===== src/rtl/mem_ctrl_pkg.sv =====
// Shared types and constants for the data-RAM port controller.
// Address/data widths default to the RAM geometry; LEN_WIDTH sizes the burst length field.
package mem_ctrl_pkg;

    localparam int unsigned BUS_WIDTH  = 8;
    localparam int unsigned DATA_WIDTH = 8;
    localparam int unsigned LEN_WIDTH  = 2;
    localparam int unsigned MAX_BURST  = 1 << LEN_WIDTH;

    typedef enum logic [2:0] {
        StIdle,
        StWrite,
        StRead,
        StWait,
        StResp
    } state_e;

endpackage


===== src/rtl/mem_port_ctrl.sv =====
// CPU-side load/store controller for the split-port data RAM.
// Moore FSM hides the RAM's one-cycle read latency and serialises burst loads.
module mem_port_ctrl
    import mem_ctrl_pkg::*;
#(
    parameter int unsigned BUS_WIDTH  = mem_ctrl_pkg::BUS_WIDTH,
    parameter int unsigned DATA_WIDTH = mem_ctrl_pkg::DATA_WIDTH
) (
    input  logic                  clk,
    input  logic                  n_rst,

    input  logic                  req_valid,
    output logic                  req_ready,
    input  logic                  req_we,
    input  logic [BUS_WIDTH-1:0]  req_addr,
    input  logic [DATA_WIDTH-1:0] req_wdata,
    input  logic [LEN_WIDTH-1:0]  req_len,

    output logic                  rsp_valid,
    input  logic                  rsp_ready,
    output logic [DATA_WIDTH-1:0] rsp_data,
    output logic                  rsp_last,

    output logic                  busy,

    output logic [BUS_WIDTH-1:0]  ram_addr_rd,
    output logic [BUS_WIDTH-1:0]  ram_addr_wr,
    output logic [DATA_WIDTH-1:0] ram_data_wr,
    output logic                  ram_rd_en,
    output logic                  ram_wr_en,
    input  logic [DATA_WIDTH-1:0] ram_data_rd
);

    state_e                state_q, state_d;
    logic [BUS_WIDTH-1:0]  cur_addr_q, cur_addr_d;
    logic [DATA_WIDTH-1:0] wdata_q, wdata_d;
    logic [LEN_WIDTH-1:0]  beats_left_q, beats_left_d;
    logic [DATA_WIDTH-1:0] rsp_data_q, rsp_data_d;

    always_comb begin
        state_d      = state_q;
        cur_addr_d   = cur_addr_q;
        wdata_d      = wdata_q;
        beats_left_d = beats_left_q;
        rsp_data_d   = rsp_data_q;

        unique case (state_q)
            StIdle: begin
                // req_ready is high exactly in this state, so req_valid alone is the handshake
                if (req_valid) begin
                    cur_addr_d   = req_addr;
                    wdata_d      = req_wdata;
                    beats_left_d = req_we ? '0 : req_len;
                    state_d      = req_we ? StWrite : StRead;
                end
            end
            StWrite: state_d = StIdle;
            StRead:  state_d = StWait;
            StWait: begin
                rsp_data_d = ram_data_rd;
                state_d    = StResp;
            end
            StResp: begin
                if (rsp_ready) begin
                    if (beats_left_q != '0) begin
                        cur_addr_d   = cur_addr_q + BUS_WIDTH'(1);
                        beats_left_d = beats_left_q - LEN_WIDTH'(1);
                        state_d      = StRead;
                    end else begin
                        state_d = StIdle;
                    end
                end
            end
            default: state_d = StIdle;
        endcase
    end

    // Outputs are registered from the next state so they are glitch-free Moore decodes.
    always_ff @(posedge clk or negedge n_rst) begin
        if (!n_rst) begin
            state_q      <= StIdle;
            cur_addr_q   <= '0;
            wdata_q      <= '0;
            beats_left_q <= '0;
            rsp_data_q   <= '0;
            req_ready    <= 1'b1;
            busy         <= 1'b0;
            ram_rd_en    <= 1'b0;
            ram_wr_en    <= 1'b0;
            rsp_valid    <= 1'b0;
            rsp_last     <= 1'b0;
        end else begin
            state_q      <= state_d;
            cur_addr_q   <= cur_addr_d;
            wdata_q      <= wdata_d;
            beats_left_q <= beats_left_d;
            rsp_data_q   <= rsp_data_d;
            req_ready    <= (state_d == StIdle);
            busy         <= (state_d != StIdle);
            ram_rd_en    <= (state_d == StRead);
            ram_wr_en    <= (state_d == StWrite);
            rsp_valid    <= (state_d == StResp);
            rsp_last     <= (state_d == StResp) && (beats_left_d == '0);
        end
    end

    assign rsp_data    = rsp_data_q;
    assign ram_addr_rd = cur_addr_q;
    assign ram_addr_wr = cur_addr_q;
    assign ram_data_wr = wdata_q;

endmodule


===== config.mk =====
export PLATFORM = sky130hd
export DESIGN_NAME = mem_port_ctrl
export DESIGN_NICKNAME = d
export VERILOG_FILES = /design/src/rtl/mem_ctrl_pkg.sv /design/src/rtl/mem_port_ctrl.sv
export SDC_FILE = /design/constraint.sdc
export NUM_CORES = 1
export LEC_CHECK = 0
export ABC_AREA = 1
export ABC_CLOCK_PERIOD_IN_PS = 2000
export BUFFER_PORTS_ARGS = -buffer_cell sky130_fd_sc_hd__buf_2
export CAP_MARGIN = 20
export CORE_ASPECT_RATIO = 0.75
export CORE_UTILIZATION = 37
export CTS_CLUSTER_DIAMETER = 80
export CTS_CLUSTER_SIZE = 20
export DETAILED_ROUTE_END_ITERATION = 7
export PLACE_DENSITY = 0.68
export SLEW_MARGIN = 10
export SYNTH_ARGS = -nofsm -noshare
export SYNTH_HDL_FRONTEND = slang
export SYNTH_SLANG_ARGS = --single-unit

===== constraint.sdc =====
create_clock -name clk -period 2 [get_ports clk]
set_input_delay 0.4 -clock clk [delete_from_list [all_inputs] [get_ports clk]]
set_output_delay 0.4 -clock clk [all_outputs]
set_load 0.03 [all_outputs]

==> out/results.txt <==
LEAKAGE: 1.19 nW
Crit path buffers/inverters: 1
H-tree lvl count: 2
Total CTS buffers: 5
Diode count: 0
Clock slew at reported path FFs: 0.08 ns
Final antenna-violating net count: 0
Met3 Usage GRT: 5.41%
Die height: 60.6 um
Port bufs: 68
Busiest grt layer: met2
Synth top area share: 50.1%
Clock share of power: 12.9%
Clock latency on the worst-skew pair: 0.29 ns
Flop2flop setup slack: 0.34 ns
Avg WL per Cell: 11.2 um
#FFs+latches synth: 35
Max incr delay on CP: 0.48 ns
Distinct cells, synth: 25
Setup repair bufs after CTS: 0
Fin worst setup slack: 0.344 ns
Vias per cell: 4.56
Multi-input gate area: 671 sq um
Period utilisation layout: 82.8%
Post-CTS Hold Fix Bufs: 0
Most frequent cells in the layout: nand2_1 (73), buf_2 (68), dfrtp_1 (34), nor2_1 (21), inv_1 (14)
Total GRT Usage: 16.2%
GPL Wtd Cong: 0.822
Crit Path Max Fanout: 11
Max-cap violation count: 0
Syn nets: 231
Worst Hold Margin: 0.0581 ns
Clk_skew: 0.00734 ns
Register area: 877 sq um
Leading cell type in the layout, fill and taps excluded: nand2_1
Delay-heaviest family, CP: simple AND/OR/NAND/NOR gates
Reg2reg start: state_q[0]$_DFF_PN0_
Layout cells sized above 1: 34.7%
Dpl hpwl: 2640 um
Critical Path End Type: flop
Cells after Synth: 199
Final Max Slew Viols: 0
Clock Root Buffer: clkbuf_8
Setup WS pre-CTS: 0.352 ns
Pin count of the biggest net entering global routing: 36
Final wirelength: 3590 um
RSZ-0062 raised after global routing: no
GRT met1 Usage: 21.6%
Core footprint: 4230 sq um
Startpoint types: flop
Layout Nets: 296
Crit path kind: reg2reg
Total power draw: 3.87 mW
Comb power frac: 52.4%
Antenna violations before repair: 0
Net switching power: 1.94 mW
R2R Path End: ram_addr_rd[3]$_DFFE_PN0P_
Final Critical Period: 1.66 ns
Slew HR: 75.7%
PwrDens: 1820 nW/um^2
Top cells by area, synth: dfrtp_1 (50%), nand2_1 (16%), mux2_2 (4.6%)
Most frequent CP cell: nand2_1
Die area: 4860 sq um
Num rows: 20
Worst vdd ir: 0.802 mV
Top Ports: 69
Setup TNS: 0 ns
Worst slew pin tran: 0.363 ns
Sequential share of the synthesized area: 51.7%
Crit path cell chain: nor2_8, nand3_1, nand2_1, inv_1, nand2_1, o21ai_1
CTS tree: built
Internal power: 1.93 mW
Die width: 80.2 um
Clock buffer depth: 2
Final setup violating endpoints: 0
P&R area growth vs syn: 25.6%
Leading area contributor after synthesis: dfrtp_1
Peak Freq: 604 MHz
WP data required: 2.17 ns
Avg Cell Area, Syn: 8.53 sq um
Data arrival, critical path: 1.83 ns
Final Hold Fails: 0
Initial Util: 40.1%
Hold Crit Class: in2async
First DRT Iteration DRCs: 54
Router iterations before antenna repair: 4
Sequential power share: 34.7%
Max stage delay cell, worst path: dfrtp_1
Resized Gates After CTS: 0
Via count: 1459
Grt ovf: 0
R2R depth: 6
# DRC: 0
GR Util met2: 24.5%
Synth warn: 0
Sw frac: 50.2%
First-pass GRT wire length: 5780 um
Filler Cells Inserted: 398
Status: complete, no violations
Synthesized cell area: 1700 sq um
Clk sink count: 35
Vias in the first global route: 1303
[power groups by stage]
stage,logic (mW),clock network [mW],registers [mW]
after detailed placement,2.05,0,1.35
after global placement,2.03,0,1.34
after CTS,2.05,0.513,1.34
after floorplan,1.03,0,1.89
final,2.03,0.499,1.34
after global routing,2.22,0.557,1.39
[sequential cells by signal (all words and copies together), names as in the netlist]
name / cells
beats_left_q: 2
busy: 1
ram_addr_rd: 8
ram_data_wr: 8
ram_rd_en: 1
ram_wr_en: 1
req_ready: 1
rsp_data: 8
rsp_last: 1
rsp_valid: 1
state_q: 3
[through the flow]
| stage | cell area, sq um | utilization, % | std cells |
|---|---|---|---|
| finish | 2130 | 50.4 | 320 |
| global route | 2130 | 50.4 | 320 |
| CTS | 2130 | 50.4 | 320 |
| detailed placement | 2040 | 48.3 | 312 |
| global placement | 2040 | 48.3 | 312 |
| floorplan | 1700 | - | 199 |
[worst max-delay path by stage]
stage                                  to  slack (ns)                       start  cells past startpoint
2_1_floorplan  ram_addr_rd[6]$_DFFE_PN0P_        0.61  ram_addr_rd[0]$_DFFE_PN0P_                      6
3_3_place_gp   ram_addr_rd[3]$_DFFE_PN0P_        0.45        state_q[0]$_DFF_PN0_                      6
3_5_place_dp   ram_addr_rd[3]$_DFFE_PN0P_        0.35        state_q[0]$_DFF_PN0_                      6
4_1_cts        ram_addr_rd[3]$_DFFE_PN0P_        0.34        state_q[0]$_DFF_PN0_                      6
5_1_grt        ram_addr_rd[3]$_DFFE_PN0P_        0.24        state_q[0]$_DFF_PN0_                      6
6_report       ram_addr_rd[3]$_DFFE_PN0P_        0.34        state_q[0]$_DFF_PN0_                      6
[metal layers]
metal  wire length [um]  part of all wire [%]
met4                 31                  0.86
met2               1540                    43
met1               1750                    49
met5                  0                     0
met3                275                   7.7
[cell type report]
cell class              instances  area share, %
multi-input cells             136           31.5
clock buffers                   6           3.41
clock inverters                 2          0.646
repair buffers                 70           17.3
well taps                      55           3.23
inverters                      16           2.82
flip-flops and latches         35           41.2
[cell usage after synthesis (all sizes together)]
master  count
nand3      13
buf        12
nand4       5
a21oi       1
inv        16
dfrtp      34
xor2        1
ha          1
mux2        8
nand2      74
xnor2       1
nor4        1
nand3b      1
a21boi      1
nor2       22
dfstp       1
o21ai       7
[worst reg2reg max path: stages, from the launching register on]
cell and delay [ns]:
dfrtp_1 0.48, nor2_8 0.21, nand3_1 0.16, nand2_1 0.34
inv_1 0.19, nand2_1 0.11, o21ai_1 0.06
[logic make-up (layout without fill, tap and decap cells)]
logic type | count (synthesis) | count (layout) | share of synthesized area (%)
DFF | 35 | 35 | 51.7
xor gates and xnor gates | 2 | 2 | 1.03
muxes | 8 | 8 | 5.53
AOI/OAI and AO/OA | 9 | 9 | 2.80
buffers and inverters | 28 | 94 | 8.78
and+or+nand+nor | 116 | 116 | 29.4
adders and majority gates | 1 | 1 | 0.737
(Power assumes the default switching activity.)
